[config.mk]
export PLATFORM = sky130hd
export DESIGN_NAME = dm_port_arbiter
export DESIGN_NICKNAME = d
export VERILOG_FILES = /design/src/rtl/cpu_defs.sv /design/src/rtl/dm_port_arbiter.sv
export SDC_FILE = /design/constraint.sdc
export NUM_CORES = 1
export LEC_CHECK = 0
export ABC_CLOCK_PERIOD_IN_PS = 9200
export CORE_AREA = 2 2 121 123
export CTS_CLUSTER_DIAMETER = 30
export DETAILED_ROUTE_END_ITERATION = 6
export DIE_AREA = 0 0 123 125
export GPL_TIMING_DRIVEN = 0
export PLACE_DENSITY = 0.7
export SLEW_MARGIN = 25
export SYNTH_ARGS = -nofsm -noshare
export SYNTH_HDL_FRONTEND = slang
export SYNTH_SLANG_ARGS = --single-unit
[constraint.sdc]
create_clock -name clk -period 9.2 [get_ports clk]
set_input_delay 2.76 -clock clk [delete_from_list [all_inputs] [get_ports clk]]
set_output_delay 2.76 -clock clk [all_outputs]
set_load 0.005 [all_outputs]
[src/rtl/cpu_defs.sv]
// Shared definitions for the data-memory port arbiter: read-return owner codes,
// the byte-enable pattern that marks a read, and the arbiter's local enums.
package cpu_defs;

  localparam logic [1:0] RD_NONE     = 2'd0;
  localparam logic [1:0] RD_CPU      = 2'd1;
  localparam logic [1:0] RD_DEV      = 2'd2;
  localparam logic [3:0] BYTEEN_READ = 4'b0000;

  typedef enum logic [1:0] {
    OWN_NONE = RD_NONE,
    OWN_CPU  = RD_CPU,
    OWN_DEV  = RD_DEV
  } rd_owner_t;

  typedef enum logic [1:0] {
    ISS_IDLE,
    ISS_CPU,
    ISS_DEV
  } issue_t;

endpackage

[src/rtl/dm_port_arbiter.sv]
// Shares the single data-memory port between the CPU M stage and one device
// requester; CPU has fixed priority, bounded by a device starvation counter.
module dm_port_arbiter
  import cpu_defs::*;
#(
  parameter int ADDR_W     = 32,
  parameter int STARVE_MAX = 4
) (
  input  logic              clk,
  input  logic              reset_n,
  input  logic              cpu_req,
  input  logic              cpu_we,
  input  logic [ADDR_W-1:0] cpu_addr,
  input  logic [31:0]       cpu_wdata,
  input  logic [3:0]        cpu_byteen,
  input  logic              cpu_cancel,
  output logic              cpu_stall,
  output logic              cpu_rvalid,
  output logic [31:0]       cpu_rdata,
  input  logic              dev_req,
  input  logic              dev_we,
  input  logic [ADDR_W-1:0] dev_addr,
  input  logic [31:0]       dev_wdata,
  input  logic [3:0]        dev_byteen,
  output logic              dev_gnt,
  output logic              dev_rvalid,
  output logic [31:0]       dev_rdata,
  output logic              mem_en,
  output logic [3:0]        mem_byteen,
  output logic [ADDR_W-1:0] mem_addr,
  output logic [31:0]       mem_wdata,
  input  logic [31:0]       mem_rdata
);

  localparam logic [3:0] STARVE_LIM = 4'(STARVE_MAX);

  function automatic logic [ADDR_W-1:0] word_align(input logic [ADDR_W-1:0] a);
    return {a[ADDR_W-1:2], 2'b00};
  endfunction

  logic       cpu_live;
  issue_t     issue;
  logic [3:0] starve_cnt;
  rd_owner_t  rd_owner, rd_owner_nxt;
  logic [31:0] cpu_rdata_q, dev_rdata_q;

  assign cpu_live = cpu_req & ~cpu_cancel;

  // Issue decision; nothing issues while reset is asserted so outputs stay quiet.
  always_comb begin
    issue = ISS_IDLE;
    if (reset_n) begin
      if (dev_req && (!cpu_live || starve_cnt == STARVE_LIM))
        issue = ISS_DEV;
      else if (cpu_live)
        issue = ISS_CPU;
    end
  end

  assign cpu_stall = cpu_live & reset_n & (issue != ISS_CPU);
  assign dev_gnt   = (issue == ISS_DEV);

  always_comb begin
    mem_en     = 1'b0;
    mem_byteen = BYTEEN_READ;
    mem_addr   = '0;
    mem_wdata  = '0;
    unique case (issue)
      ISS_CPU: begin
        mem_en     = 1'b1;
        mem_byteen = cpu_we ? cpu_byteen : BYTEEN_READ;
        mem_addr   = word_align(cpu_addr);
        mem_wdata  = cpu_wdata;
      end
      ISS_DEV: begin
        mem_en     = 1'b1;
        mem_byteen = dev_we ? dev_byteen : BYTEEN_READ;
        mem_addr   = word_align(dev_addr);
        mem_wdata  = dev_wdata;
      end
      default: ;
    endcase
  end

  always_ff @(posedge clk or negedge reset_n) begin
    if (!reset_n)
      starve_cnt <= '0;
    else if (!dev_req || dev_gnt)
      starve_cnt <= '0;
    else if (starve_cnt != STARVE_LIM)
      starve_cnt <= starve_cnt + 4'd1;
  end

  // Read-return owner: remembers who issued a load so the next cycle's
  // mem_rdata is steered to the right requester.
  always_ff @(posedge clk or negedge reset_n) begin
    if (!reset_n) rd_owner <= OWN_NONE;
    else          rd_owner <= rd_owner_nxt;
  end

  always_comb begin
    rd_owner_nxt = OWN_NONE;
    if (issue == ISS_CPU && !cpu_we)
      rd_owner_nxt = OWN_CPU;
    else if (issue == ISS_DEV && !dev_we)
      rd_owner_nxt = OWN_DEV;
  end

  assign cpu_rvalid = (rd_owner == OWN_CPU);
  assign dev_rvalid = (rd_owner == OWN_DEV);

  always_ff @(posedge clk or negedge reset_n) begin
    if (!reset_n) begin
      cpu_rdata_q <= '0;
      dev_rdata_q <= '0;
    end else begin
      if (cpu_rvalid) cpu_rdata_q <= mem_rdata;
      if (dev_rvalid) dev_rdata_q <= mem_rdata;
    end
  end

  // Return data passes straight through in the return cycle, then holds.
  assign cpu_rdata = cpu_rvalid ? mem_rdata : cpu_rdata_q;
  assign dev_rdata = dev_rvalid ? mem_rdata : dev_rdata_q;

endmodule
### After elaboration in Yosys (flattened, before gate mapping)

Index checks and enable logic that the tools add are counted.

| word-level totals | value |
|---|---|
| register bits | 70 |
| bits of input ports | 175 |

| operators by class | value |
|---|---|
| multiplexer cells | 15 |
| reduce and logical (&&, ||, !) cells | 11 |
| add/subtract/negate cells | 1 |
| bitwise logic cells | 4 |
| eq/ne operators | 7 |

Operators with widths:

| cell | number |
|---|---|
| 32-bit one-hot mux with 2 select lines | 2 |
| 32-bit two-way mux | 2 |
| 4-bit two-way mux | 4 |
| 2-bit two-way mux | 4 |
| 4-bit one-hot mux with 2 select lines | 1 |
| 4-bit by 1-bit adder with 4-bit output (second input constant) | 1 |
| 2-bit by 1-bit equality test with 1-bit output (second input constant) | 2 |
| 2-bit equality test (second input constant) | 2 |
| 4-bit by 3-bit equality test with 1-bit output (second input constant) | 1 |
| 1-bit logical NOT | 4 |
| 4-bit by 3-bit inequality test with 1-bit output (second input constant) | 1 |
| 1-bit AND | 3 |
| 1-bit logical AND | 3 |
| 1-bit logical OR | 2 |
| 1-bit two-way mux | 2 |
| 2-bit by 1-bit inequality test with 1-bit output (second input constant) | 1 |
| 2-bit nonzero test | 1 |
| 2-bit OR reduction | 1 |
| 1-bit NOT | 1 |

### Longest topological paths before layout

| logic depth | value |
|---|---|
| depth after elaboration | 11 |
| mapped depth | 11 |

### Worst setup path after synthesis

Ideal clock, no wire load.

| path | value |
|---|---|
| path type | input-to-output |
| from | input port cpu_req |
| to | output port mem_wdata[12] |
| path slack | 2,453 ps |
| stages on the path | 6 |
| required time | 6,440 ps |
| data arrival time | 3,987 ps |
| cell sequence | inv_1 -> o311a_1 -> ha_1 -> buf_2 -> clkbuf_1 -> nor2_1 |

| between the ends | value |
|---|---|
| word-level cells in the longest chain between the ends | 8 |
| elaborated cells on any way between the ends | 10 |

Ends and longest elaborated chain:

| item | RTL line | text |
|---|---|---|
| from (decl) | dm_port_arbiter.sv:11 | `input logic cpu_req,` |
| 1-bit AND * | dm_port_arbiter.sv:47 | `assign cpu_live = cpu_req & ~cpu_cancel;` |
| 1-bit logical NOT | dm_port_arbiter.sv:53 | `if (dev_req && (!cpu_live \|\| starve_cnt == STARVE_LIM))` |
| 1-bit logical OR | dm_port_arbiter.sv:53 |  |
| 1-bit logical AND | dm_port_arbiter.sv:53 |  |
| 2-bit two-way mux * | dm_port_arbiter.sv:53 |  |
| 2-bit two-way mux * | dm_port_arbiter.sv:52 | `if (reset_n) begin` |
| 2-bit equality test or 2-bit by 1-bit equality test with 1-bit output (tied branches) | dm_port_arbiter.sv:68 | `unique case (issue)` |
| 32-bit one-hot mux with 2 select lines * | dm_port_arbiter.sv:68 |  |
| to (decl) | dm_port_arbiter.sv:31 | `output logic [31:0] mem_wdata,` |

Mark *: on every way between the ends. The rest lies on a longest branch, timed or not.

### Final worst setup path

| path | value |
|---|---|
| from | input port reset_n |
| to | output port mem_wdata[12] |

| between the ends | value |
|---|---|
| word-level cells in the longest chain between the ends | 3 |
| elaborated cells on any way between the ends | 4 |

Ends and longest elaborated chain:

| item | RTL line | text |
|---|---|---|
| from (decl) | dm_port_arbiter.sv:10 | `input logic reset_n,` |
| 2-bit two-way mux * | dm_port_arbiter.sv:52 |  |
| 2-bit equality test or 2-bit by 1-bit equality test with 1-bit output (tied branches) | dm_port_arbiter.sv:68 |  |
| 32-bit one-hot mux with 2 select lines * | dm_port_arbiter.sv:68 |  |

Marked as above.

==> flow_results.org <==
** Outcome
- The run finished with clean final reports.

** Finish
- Once layout is complete, the cells apart from fillers number 848.
- Leaving out fill and tap cells, the most frequent cell in the layout is sky130_fd_sc_hd__clkdlybuf4s50_1.
- Compared with the post-synthesis result, the final layout area differs by 92.3%.
- The library cells used most frequently in the layout, excluding fill and tap cells, are 304 x sky130_fd_sc_hd__clkdlybuf4s50_1, 70 x sky130_fd_sc_hd__dfrtp_1, 63 x sky130_fd_sc_hd__nor2_1, 62 x sky130_fd_sc_hd__a22oi_1, 58 x sky130_fd_sc_hd__mux2_4.
- Area taken by multi-input logic gates :: 0.00195 mm²
- Layout Nets :: 838
- Of the cells placed in the final design, the portion with a size suffix greater than 1 is 0.161.
- Area taken by flip-flops and latches :: 0.00175 mm²
- Fill cells in the final layout number 1249.

** Run
- Reported max-cap violation count :: 0

** Yosys
- Dominant combinational cell family by area after synthesis :: multiplexers
- Area share of the leading cell type in the synthesized netlist :: 0.445
- The fraction of the mapped netlist area in compound gates came to 0.134.
- Counting flops and latches in the post-synthesis netlist gives 70.
- The mapped netlist covers 0.00393 mm².
- Post-synthesis instance total :: 340
- The synthesized design spends more area on one cell type than any other, namely sky130_fd_sc_hd__dfrtp_1.
- The share of the Yosys chip area taken by registers is 0.445.
- The Yosys step of the flow raised 0 warnings.
- Arithmetic-cell share of the synthesized area counting full adders, half adders and majority gates :: 0.0159
- Syn Area/Cell :: 11.6 µm²
- Parity-gate share of the synthesized area counting xor and xnor cells :: 0.00223
- Share of cell area taken by muxes after synthesis :: 0.246
- By area the synthesized netlist is led by sky130_fd_sc_hd__dfrtp_1 45%, sky130_fd_sc_hd__mux2_4 22%, sky130_fd_sc_hd__a22oi_1 12%.
- Synth cell types :: 27
- Simple-gate area share of the yosys netlist :: 0.0948

** Power and ir drop
- Leak Pwr :: 0.00312 µW
- IR drop worst, VDD :: 0.0789 mV
- For this design the ratio of total power to cell area is 163 mW/mm².

** Clock network
- Num CTS Buffers :: 9
- Buffers added to address setup during post-CTS repair amount to 0.
- Clock tree root driver cell :: sky130_fd_sc_hd__clkbuf_16
- Gates resized during post-CTS repair numbered 0.
- Clock-pin slew was measured on the worst setup and hold paths at 50 ps.
- For the worst-skew pair, the clock arrives at the later sink with an insertion delay of 330 ps.
- TritonCTS built the clock tree.
- Clock Tree Buf Depth :: 2
- Clock sinks :: 70
- Hold Buf Count CTS :: 0
- The clock tree synthesis step divided the H-tree into 3 levels.

** Route
- Dividing the detail-routed wire length by the instance count gives 17.9 µm.
- Via/cell ratio :: 4.70
- Number of vias after detailed routing :: 3986
- Detailed-routed wire length on met3 :: 1.13 mm
- After the first detailed-routing iteration, the DRC count stood at 157.
- Number of nets with antenna violations after routing :: 0
- The routed design uses 7.58 mm of met2 wire.
- Wires add up to 15.1 mm.
- M1 WL :: 6.00 mm
- Before antenna repair, the detailed router went through 4 iterations.
- Highest metal layer with signal wires :: met4
- In the routed design, unresolved DRC markers number 0.

** Placement
- Count of input and output buffers :: 305
- Summed over all nets, the half-perimeter wirelength after detailed placement is 12.5 mm.
- At the end of routability-driven placement, the weighted congestion stood at 0.839.
- Placed instance count :: 831

** GRT
- The number of antenna violations at the first check in global routing came to 1.
- Global-route wire length before repair :: 22.7 mm
- Pin count of the biggest net entering global routing :: 39
- Number of global-route vias before repair :: 4023
- Overall Global Routing Usage :: 0.194
- Summed over all layers, the global routing overflow is 0.

** Floorplanning
- The floorplan step defined a die boundary enclosing 0.0154 mm².
- The floorplan step set the die width to 123 µm.
- In this run the core area contains 44 standard-cell rows.
- The region available for standard cell placement spans 0.0142 mm².
- Number of top-level pins :: 312
- Die Y-Extent :: 125 µm
- Initial core utilization :: 0.277

** Timing
- The clock period could shrink to 8170 ps.
- Between clock sinks in the finished design, the worst skew comes to 3.63 ps.
- Setup repair after global routing left no endpoint under its margin.
- Number of setup violations in the final report :: 0
- Final-report hold violation count :: 0
- Final slew viol count :: 0
- Of the available clock period, the critical path in the final layout requires 0.888.
- Timing-limited maximum frequency :: 122 MHz
- Final TNS setup :: 0 ps

** Critical path
- Reg2reg start :: starve_cnt[0]
- In this run the worst path has a maximum fanout of 38.
- The critical path starts at reset_n.
- The worst setup path is captured at an output pin.
- The critical path in this run is classified as input pin to output pin.
- Data arrives at the worst endpoint at 5410 ps.
- STA puts the critical path data required time at 6440 ps.
- Type of origin of the critical path :: input pin

** Worst hold path
- Path class of the lowest-slack min-delay path :: flop to flop
- The worst hold path begins at cpu_rdata_q[18].
## through the flow
step | power [µW] | utilization | area [µm²] | hold slack, ps | worst slack, ps
CTS | 1250 | 0.532 | 7560 | 493 | 972
global route | 1300 | 0.532 | 7560 | 498 | 752
finish | 1230 | 0.532 | 7560 | 490 | 1030
global placement | 852 | 0.508 | 7220 | 475 | -1430
floorplan | 579 | - | 3940 | 476 | 2450
detailed placement | 865 | 0.510 | 7240 | 480 | 992
## kinds of logic after synthesis
logic type | Yosys count
AOI/OAI and AO/OA | 71
muxes | 67
adders and majority gates | 5
and+or+nand+nor | 84
xor gates and xnor gates | 1
buffers and inverters | 41
DFF | 70
other | 1
## critical path, stage by stage
cell                              delay (ps)
sky130_fd_sc_hd__buf_4                   380
sky130_fd_sc_hd__buf_12                  280
sky130_fd_sc_hd__nand3b_1                170
sky130_fd_sc_hd__a21oi_1                 160
sky130_fd_sc_hd__ha_1                    150
sky130_fd_sc_hd__buf_2                   160
sky130_fd_sc_hd__buf_2                   250
sky130_fd_sc_hd__buf_2                   280
sky130_fd_sc_hd__a22oi_1                 130
sky130_fd_sc_hd__nor2_1                  130
sky130_fd_sc_hd__clkdlybuf4s50_1         510
## worst paths after layout
kind / end / slack, ps / cells after the start
max: mem_wdata[12] / 1030 / 11
min: cpu_rdata_q[18] / 490 / 1
max reg2reg: starve_cnt[0] / 6850 / 9
min reg2reg: cpu_rdata_q[18] / 490 / 1
max in group asynchronous: cpu_rdata_q[24] / 6270 / 2
min in group asynchronous: dev_rdata_q[3] / 2380 / 1
## synth_stat cells (all sizes together)
master,instances
nor3b,1
nor2b,2
a21oi,5
ha,5
and3b,1
o311ai,1
or3b,1
xor2,1
dfrtp,70
o211a,1
mux2i,3
clkbuf,9
conb,1
or4b,1
buf,26
inv,6
mux2,64
nor2,63
o311a,1
a22oi,62
a21o,1
nand3b,5
nand3,9
nand2b,1
## sequential cells by signal, summed over array words and instances, names as in the netlist
name and flops:
starve_cnt 4, dev_rdata_q 32, rd_owner 2, cpu_rdata_q 32
## power breakdown
group          leakage (µW)  switching (µW)  internal, µW
registers          0.000841            23.2           381
clock network      0.000153             133           239
logic               0.00212             145           309
total               0.00312             301           930
## routing by layer
metal | global-route usage | up-vias
met5 | 0 | -
met4 | 0.0735 | 0
met1 | 0.237 | 1896
met2 | 0.332 | 211
li1 | - | 1851
met3 | 0.0406 | 28
## layout make-up
cell class | count | area share
Clock buffer | 10 | 0.0303
Antenna cell | 1 | 0.000331
Buffer | 35 | 0.0285
Tap cell | 184 | 0.0304
Timing Repair Buffer | 306 | 0.406
Clock inverter | 6 | 0.0124
Sequential cell | 70 | 0.232
Multi-Input combinational cell | 230 | 0.257
Inverter | 6 | 0.00298
No activity file was read; power rests on OpenSTA's default activity.
